## config.mk

```make
export PLATFORM = sky130hd
export DESIGN_NAME = rv32_muldiv
export DESIGN_NICKNAME = d
export VERILOG_FILES = /design/src/rtl/rv32_muldiv_pkg.sv /design/src/rtl/rv32_muldiv_step.sv /design/src/rtl/rv32_muldiv.sv
export SDC_FILE = /design/constraint.sdc
export NUM_CORES = 1
export LEC_CHECK = 0
export CELL_PAD_IN_SITES_DETAIL_PLACEMENT = 1
export CELL_PAD_IN_SITES_GLOBAL_PLACEMENT = 2
export CORE_MARGIN = 3
export CORE_UTILIZATION = 36
export DETAILED_ROUTE_END_ITERATION = 8
export HOLD_SLACK_MARGIN = 0.12
export PLACE_DENSITY_LB_ADDON = 0.05
export RECOVER_POWER = 100
export SKIP_CTS_REPAIR_TIMING = 1
export SYNTH_ARGS = -nofsm -noshare
export SYNTH_HDL_FRONTEND = slang
export SYNTH_HIERARCHICAL = 1
export SYNTH_SLANG_ARGS = --single-unit
```

## constraint.sdc

```tcl
create_clock -name clk -period 4.34 [get_ports clk]
set_input_delay 1.302 -clock clk [delete_from_list [all_inputs] [get_ports clk]]
set_output_delay 1.302 -clock clk [all_outputs]
set_load 0.005 [all_outputs]
```

## src/rtl/rv32_muldiv_pkg.sv

```systemverilog
// Shared definitions for the iterative RV32 M-extension unit:
// funct3 operation codes and the controller state encoding.
package rv32_muldiv_pkg;

  localparam logic [2:0] OP_MUL    = 3'd0;
  localparam logic [2:0] OP_MULH   = 3'd1;
  localparam logic [2:0] OP_MULHSU = 3'd2;
  localparam logic [2:0] OP_MULHU  = 3'd3;
  localparam logic [2:0] OP_DIV    = 3'd4;
  localparam logic [2:0] OP_DIVU   = 3'd5;
  localparam logic [2:0] OP_REM    = 3'd6;
  localparam logic [2:0] OP_REMU   = 3'd7;

  typedef enum logic [1:0] {
    S_IDLE = 2'd0,
    S_BUSY = 2'd1,
    S_FIX  = 2'd2,
    S_DONE = 2'd3
  } state_e;

endpackage

```

## src/rtl/rv32_muldiv_step.sv

```systemverilog
// One radix-2 iteration on the {high, low} accumulator.
// Multiply: conditional add of the multiplicand into the high half, then a
// right shift that pulls the consumed multiplier bit out of the low half.
// Divide: restoring shift-subtract; the low half shifts the dividend out and
// the quotient bit in, the high half holds the partial remainder.
module rv32_muldiv_step #(
  parameter int XLEN = 32
) (
  input  logic                i_is_div,
  input  logic [2*XLEN-1:0]   i_acc,
  input  logic [XLEN-1:0]     i_opnd,
  output logic [2*XLEN-1:0]   o_acc
);

  logic [XLEN:0] w_sum;
  logic [XLEN:0] w_top;
  logic [XLEN:0] w_trial;

  // Single iteration for either operation class, selected by i_is_div
  always_comb begin
    w_sum   = {1'b0, i_acc[2*XLEN-1:XLEN]} + (i_acc[0] ? {1'b0, i_opnd} : '0);
    // Partial remainder shifted left with the next dividend bit; needs XLEN+1
    // bits because the remainder may be up to divisor-1 before the shift.
    w_top   = i_acc[2*XLEN-1:XLEN-1];
    w_trial = w_top - {1'b0, i_opnd};
    if (i_is_div) begin
      if (!w_trial[XLEN]) begin
        o_acc = {w_trial[XLEN-1:0], i_acc[XLEN-2:0], 1'b1};
      end else begin
        o_acc = {w_top[XLEN-1:0], i_acc[XLEN-2:0], 1'b0};
      end
    end else begin
      o_acc = {w_sum, i_acc[XLEN-1:1]};
    end
  end

endmodule

```

## src/rtl/rv32_muldiv.sv

```systemverilog
// Iterative M-extension unit: operands are converted to magnitudes on accept,
// XLEN unsigned shift-add / shift-subtract steps run in BUSY, and the sign is
// restored in FIX. Divide-by-zero and signed overflow bypass straight to DONE.
module rv32_muldiv
  import rv32_muldiv_pkg::*;
#(
  parameter int XLEN = 32
) (
  input  logic            clk,
  input  logic            rst_n,
  input  logic            in_valid,
  output logic            in_ready,
  input  logic [2:0]      op,
  input  logic [XLEN-1:0] a,
  input  logic [XLEN-1:0] b,
  output logic            out_valid,
  input  logic            out_ready,
  output logic [XLEN-1:0] result
);

  localparam int CW = $clog2(XLEN);
  localparam logic [XLEN-1:0] MOST_NEG = {1'b1, {(XLEN-1){1'b0}}};

  state_e            r_state;
  state_e            w_next;
  logic [2:0]        r_op;
  logic              r_neg;
  logic [2*XLEN-1:0] r_acc;
  logic [XLEN-1:0]   r_opnd;
  logic [CW-1:0]     r_cnt;
  logic [XLEN-1:0]   r_result;

  logic              w_is_div;
  logic              w_a_signed;
  logic              w_b_signed;
  logic              w_a_neg;
  logic              w_b_neg;
  logic              w_neg;
  logic [XLEN-1:0]   w_a_mag;
  logic [XLEN-1:0]   w_b_mag;
  logic              w_div_zero;
  logic              w_ovf;
  logic              w_special;
  logic [XLEN-1:0]   w_special_res;
  logic [2*XLEN-1:0] w_step_acc;
  logic [2*XLEN-1:0] w_prod_fix;
  logic [XLEN-1:0]   w_fix_res;

  function automatic logic [XLEN-1:0] neg_if(input logic n, input logic [XLEN-1:0] v);
    return n ? (~v + 1'b1) : v;
  endfunction

  // Operand decode on the request bus: signedness, magnitudes, special cases
  always_comb begin
    w_is_div   = op[2];
    w_a_signed = (op == OP_MULH) || (op == OP_MULHSU) || (op == OP_DIV) || (op == OP_REM);
    w_b_signed = (op == OP_MULH) || (op == OP_DIV) || (op == OP_REM);
    w_a_neg    = w_a_signed & a[XLEN-1];
    w_b_neg    = w_b_signed & b[XLEN-1];
    w_a_mag    = neg_if(w_a_neg, a);
    w_b_mag    = neg_if(w_b_neg, b);
    // Remainder follows the dividend; everything else follows the sign product
    w_neg      = (op == OP_REM) ? w_a_neg : (w_a_neg ^ w_b_neg);
    w_div_zero = w_is_div && (b == '0);
    w_ovf      = ((op == OP_DIV) || (op == OP_REM)) && (a == MOST_NEG) && (b == '1);
    w_special  = w_div_zero || w_ovf;
    if (op[1]) begin
      w_special_res = w_div_zero ? a : '0;
    end else begin
      w_special_res = w_div_zero ? '1 : a;
    end
  end

  rv32_muldiv_step #(
    .XLEN(XLEN)
  ) u_step (
    .i_is_div(r_op[2]),
    .i_acc   (r_acc),
    .i_opnd  (r_opnd),
    .o_acc   (w_step_acc)
  );

  // Sign correction and word selection applied in FIX
  always_comb begin
    w_prod_fix = r_neg ? (~r_acc + 1'b1) : r_acc;
    case (r_op)
      OP_MUL:                       w_fix_res = w_prod_fix[XLEN-1:0];
      OP_MULH, OP_MULHSU, OP_MULHU: w_fix_res = w_prod_fix[2*XLEN-1:XLEN];
      OP_DIV, OP_DIVU:              w_fix_res = neg_if(r_neg, r_acc[XLEN-1:0]);
      OP_REM, OP_REMU:              w_fix_res = neg_if(r_neg, r_acc[2*XLEN-1:XLEN]);
      default:                      w_fix_res = '0;
    endcase
  end

  // Controller state register
  always_ff @(posedge clk or negedge rst_n) begin
    if (!rst_n) begin
      r_state <= S_IDLE;
    end else begin
      r_state <= w_next;
    end
  end

  // Next-state logic and handshake outputs
  always_comb begin
    w_next    = r_state;
    in_ready  = 1'b0;
    out_valid = 1'b0;
    case (r_state)
      S_IDLE: begin
        in_ready = 1'b1;
        if (in_valid) w_next = w_special ? S_DONE : S_BUSY;
      end
      S_BUSY: if (r_cnt == '0) w_next = S_FIX;
      S_FIX:  w_next = S_DONE;
      S_DONE: begin
        out_valid = 1'b1;
        if (out_ready) w_next = S_IDLE;
      end
      default: w_next = S_IDLE;
    endcase
  end

  assign result = r_result;

  // Datapath registers: capture on accept, iterate in BUSY, finalise in FIX
  always_ff @(posedge clk or negedge rst_n) begin
    if (!rst_n) begin
      r_op     <= '0;
      r_neg    <= 1'b0;
      r_acc    <= '0;
      r_opnd   <= '0;
      r_cnt    <= '0;
      r_result <= '0;
    end else begin
      case (r_state)
        S_IDLE: if (in_valid) begin
          r_op   <= op;
          r_neg  <= w_neg;
          r_cnt  <= CW'(XLEN-1);
          r_acc  <= {{XLEN{1'b0}}, (w_is_div ? w_a_mag : w_b_mag)};
          r_opnd <= w_is_div ? w_b_mag : w_a_mag;
          if (w_special) r_result <= w_special_res;
        end
        S_BUSY: begin
          r_acc <= w_step_acc;
          r_cnt <= r_cnt - 1'b1;
        end
        S_FIX: r_result <= w_fix_res;
        default: ;
      endcase
    end
  end

endmodule

```

==> impl_metrics.py <==
metrics = {
    "outcome": {
        "status": "finished with violations",
        "violations": "capacitance limit, slew limit",
    },
    "floorplan": {
        "die_h_um": 215.9,
        "die_area_um2": 46630,
        "initial_core_util": 0.3667,
        "row_count": 76,
        "io_pins": 105,
        "die_width_um": 215.9,
        "core_um2": 43270,
    },
    "synth": {
        "synth_cell_type_count": 101,
        "synth_warnings": 6,
        "syn_inst": 2085,
        "syn_area_um2": 15870,
        "ys_seq_area_frac": 0.2192,
        "synth-compound-area-share": 0.2909,
        "syn_avg_cell_area_um2": 7.610,
        "yosys.area_share.xor_xnor": 0.08611,
        "synth_seq_cells": 139,
        "muxShareOfSynthArea": 0.05165,
        "syn_nets": 2233,
        "synth_fa_ha_area_frac": 0.07806,
        "yosys.area_share.simple": 0.2169,
        "synthFlopType": "dfrtp_1",
        "synth_top_area_share": 0.2192,
        "synth-edff-count": 0,
        "yosysTopAreaCell": "dfrtp_1",
        "synth_area_leaders": "dfrtp_1 (22%), ha_1 (5.9%), nand2_1 (5.3%), a21oi_1 (5.0%), xnor2_1 (4.6%)",
        "async_flop_share": 1.000,
        "synth_top_family_by_area": "compound AO/OA/AOI/OAI gates",
    },
    "setup_path": {
        "crit_start": "a[3]",
        "path_max_fanout": 64,
        "cpMaxStageDelayCell": "or4b_1",
        "reg2reg_from": "r_acc[38]$_DFFE_PN0P_",
        "crit_chain": "clkdlybuf4s50_1 -> or3_1 -> or4b_1 -> nor4_1 -> a21o_1 -> a31oi_4 -> buf_6 -> o41ai_1",
        "cp_num_cells": 8,
        "required_ps": 4680,
        "reg2reg_slack_ps": 330,
        "r2r_cells": 12,
        "path_buf_inv": 2,
        "regToRegEndpoint": "r_acc[38]$_DFFE_PN0P_",
        "critPathTopFamily": "simple AND/OR/NAND/NOR gates",
        "cp-endpoint": "result[2]$_DFFE_PN0P_",
        "criticalPathCategory": "in -> reg",
        "worstSetupStartpointType": "primary input",
        "cpPeakStageDelay_ps": 640,
        "end_kind": "register",
        "arrival_ps": 4470,
    },
    "sta": {
        "tns_ps": 0,
        "setup_viol": 0,
        "clock.fmax_mhz": 242.5,
        "slew_headroom": -0.4211,
        "finClkSkew_ps": 12.52,
        "tightestPinTransition_ps": 2132,
        "finalCritPeriodShare": 0.9501,
        "finalMaxSlewViolations": 145,
        "rsz0062_at_grt": "false",
        "hold_viol_final": 0,
        "period_needed_ps": 4123,
    },
    "pwr": {
        "pwr-share-comb": 0.711,
        "internal_power_mw": 6.766,
        "netSwitchingFraction": 0.5485,
        "p_per_area_nw_per_um2": 806.2,
        "p_switching_mw": 8.221,
        "p_seq_frac": 0.185,
        "p_leak_nw": 7.636,
        "pwr-share-clk": 0.104,
        "ir_drop_v": 0.0005740,
    },
    "grt": {
        "grt-ovfl-total": 0,
        "grt_pass1_vias": 17050,
        "grt_pass1_wl_mm": 111.0,
        "grt_max_degree": 82,
        "track_usage": 0.3112,
        "antenna_found_initial": 2,
    },
    "cts": {
        "clk_pin_slew_worst_paths_ps": 60,
        "clock_path_buffers": 2,
        "h-tree-depth": 4,
        "cts_tree": "yes",
        "cts_made_buffers": 17,
        "clock_sinks": 139,
        "cts_root_buffer": "clkbuf_16",
        "insertion_delay_ps": 460,
    },
    "routing": {
        "totalWireLength_mm": 74.30,
        "ant_nets": 0,
        "drt-wirelength-per-cell_um": 26.65,
        "route.detailed.drc": 0,
        "drt_pass1_iterations": 5,
        "vias": 17370,
        "viasPerCell": 6.229,
        "drtIter0Drc": 1506,
    },
    "worst_hold_path": {
        "hold_path_class": "reg -> reg",
    },
    "placement": {
        "numPortBuffers": 104,
        "routabilityCongestion": 0.9414,
        "dp_hpwl_mm": 58.09,
    },
    "cells_and_area": {
        "nets": 2336,
        "multi_input_comb_area_um2": 11480,
        "final_util": 0.4297,
        "drive_gt1_frac": 0.1050,
        "seqCellArea_um2": 3483,
        "syn_to_final_growth_pct": 17.16,
        "n_fill_cell": 5284,
    },
    "flow_run": {
        "max_cap_violations": 3,
    },
}
==> final cells by class <==
cell class / instances / area share
Sequential cell: 139 / 0.1874
Clock buffer: 18 / 0.02362
Inverter: 81 / 0.01635
Tap cell: 585 / 0.03937
Multi-Input combinational cell: 1716 / 0.6173
Clock inverter: 14 / 0.007942
Timing Repair Buffer: 233 / 0.1078
Antenna cell: 2 / 0.0002692
==> logic make-up (layout without fill, tap and decap cells) <==
logic type               count (synthesis)  after routing
AO/OA/AOI/OAI                          686            686
XOR/XNOR                               153            153
adder cells (fa/ha/maj)                103            103
buffers and inverters                  230            346
flip-flops                             139            139
multiplexers                            77             77
other                                    0              2
AND/OR/NAND/NOR                        697            697
==> placed cells by master, fill, tap and decap left out, types with 13 or more instances in the layout <==
master	n
nand2_1	223
nor2_1	165
a21oi_1	158
o21ai_0	143
dfrtp_1	137
buf_4	114
xnor2_1	83
inv_1	79
ha_1	74
xor2_1	69
clkdlybuf4s50_1	65
a31oi_1	52
nor3_1	44
mux2i_1	41
o31ai_1	39
a21o_1	38
and2_1	37
dlygate4sd3_1	37
nand3_1	36
mux2_2	33
nor4_1	32
a22o_1	32
and3_1	28
maj3_1	26
nand4_1	24
o211ai_1	23
o41ai_1	20
or3_1	18
o221ai_1	18
nand2b_1	17
o21a_1	17
clkbuf_16	17
nor2b_1	16
or4_1	13
a211oi_1	13
==> through the flow <==
stage / power [mW] / std cells / hold slack [ps] / area, um^2 / worst slack (ps)
after floorplan: 9.386 / 2085 / 453.1 / 15870 / 725.6
after global placement: 13.18 / 2754 / 459.0 / 18130 / 130.5
after detailed placement: 13.37 / 2754 / 464.7 / 18130 / 70.93
after CTS: 14.98 / 2786 / 479.7 / 18720 / 439.8
after global routing: 16.03 / 2786 / 501.8 / 18590 / 94.93
final: 14.99 / 2788 / 468.6 / 18590 / 216.8
==> state kept, by name (all words and copies together) (netlist names) <==
register,count
r_op,3
r_cnt,5
r_neg,1
result,32
r_acc,64
r_opnd,32
r_state,2
==> power groups by stage <==
stage / clock network, mW / registers, mW / logic, mW
after floorplan: 0 / 2.37 / 7.01
final: 1.56 / 2.77 / 10.7
after detailed placement: 0 / 2.78 / 10.6
after global routing: 1.64 / 2.83 / 11.6
after global placement: 0 / 2.77 / 10.4
after CTS: 1.58 / 2.76 / 10.6
==> metal layers <==
metal | vias up | routed length (um) | GRT usage
met5 | - | 0 | 0
met4 | 0 | 2777 | 0.1070
met3 | 114 | 4568 | 0.04872
met2 | 538 | 33050 | 0.4901
met1 | 8777 | 33900 | 0.4345
li1 | 7937 | - | -
==> worst min path at each step <==
stage	depth (start not counted)	start	to	slack [ps]
finish	2	result[27]$_DFFE_PN0P_	result[27]$_DFFE_PN0P_	470
global route	2	result[27]$_DFFE_PN0P_	result[27]$_DFFE_PN0P_	500
CTS	2	result[27]$_DFFE_PN0P_	result[27]$_DFFE_PN0P_	480
detailed placement	2	result[27]$_DFFE_PN0P_	result[27]$_DFFE_PN0P_	460
global placement	1	result[31]$_DFFE_PN0P_	result[31]$_DFFE_PN0P_	460
floorplan	2	r_opnd[15]$_DFFE_PN0P_	r_opnd[15]$_DFFE_PN0P_	450
==> worst register-to-register path, stage by stage, from the launching register on <==
cell,delay [ps]
dfrtp_1,810
ha_1,420
a21oi_1,230
nand2_1,70
o21ai_1,370
o21ai_2,220
a31oi_4,290
a21oi_4,120
xnor2_4,500
clkbuf_2,450
nand2_1,100
a31oi_1,210
a22o_1,160
==> Yosys cell counts, types with 23 or more instances <==
cell type / instances
nand2_1: 223
nor2_1: 166
a21oi_1: 159
o21ai_0: 143
dfrtp_1: 139
clkbuf_1: 124
xnor2_1: 83
inv_1: 79
ha_1: 75
xor2_1: 68
a31oi_1: 53
nor3_1: 43
mux2i_1: 41
a21o_1: 38
and2_1: 38
o31ai_1: 38
nand3_1: 36
mux2_2: 35
a22o_1: 32
nor4_1: 31
and3_1: 28
maj3_1: 26
nand4_1: 24
o211ai_1: 23
No activity file was read; power rests on OpenSTA's default activity.
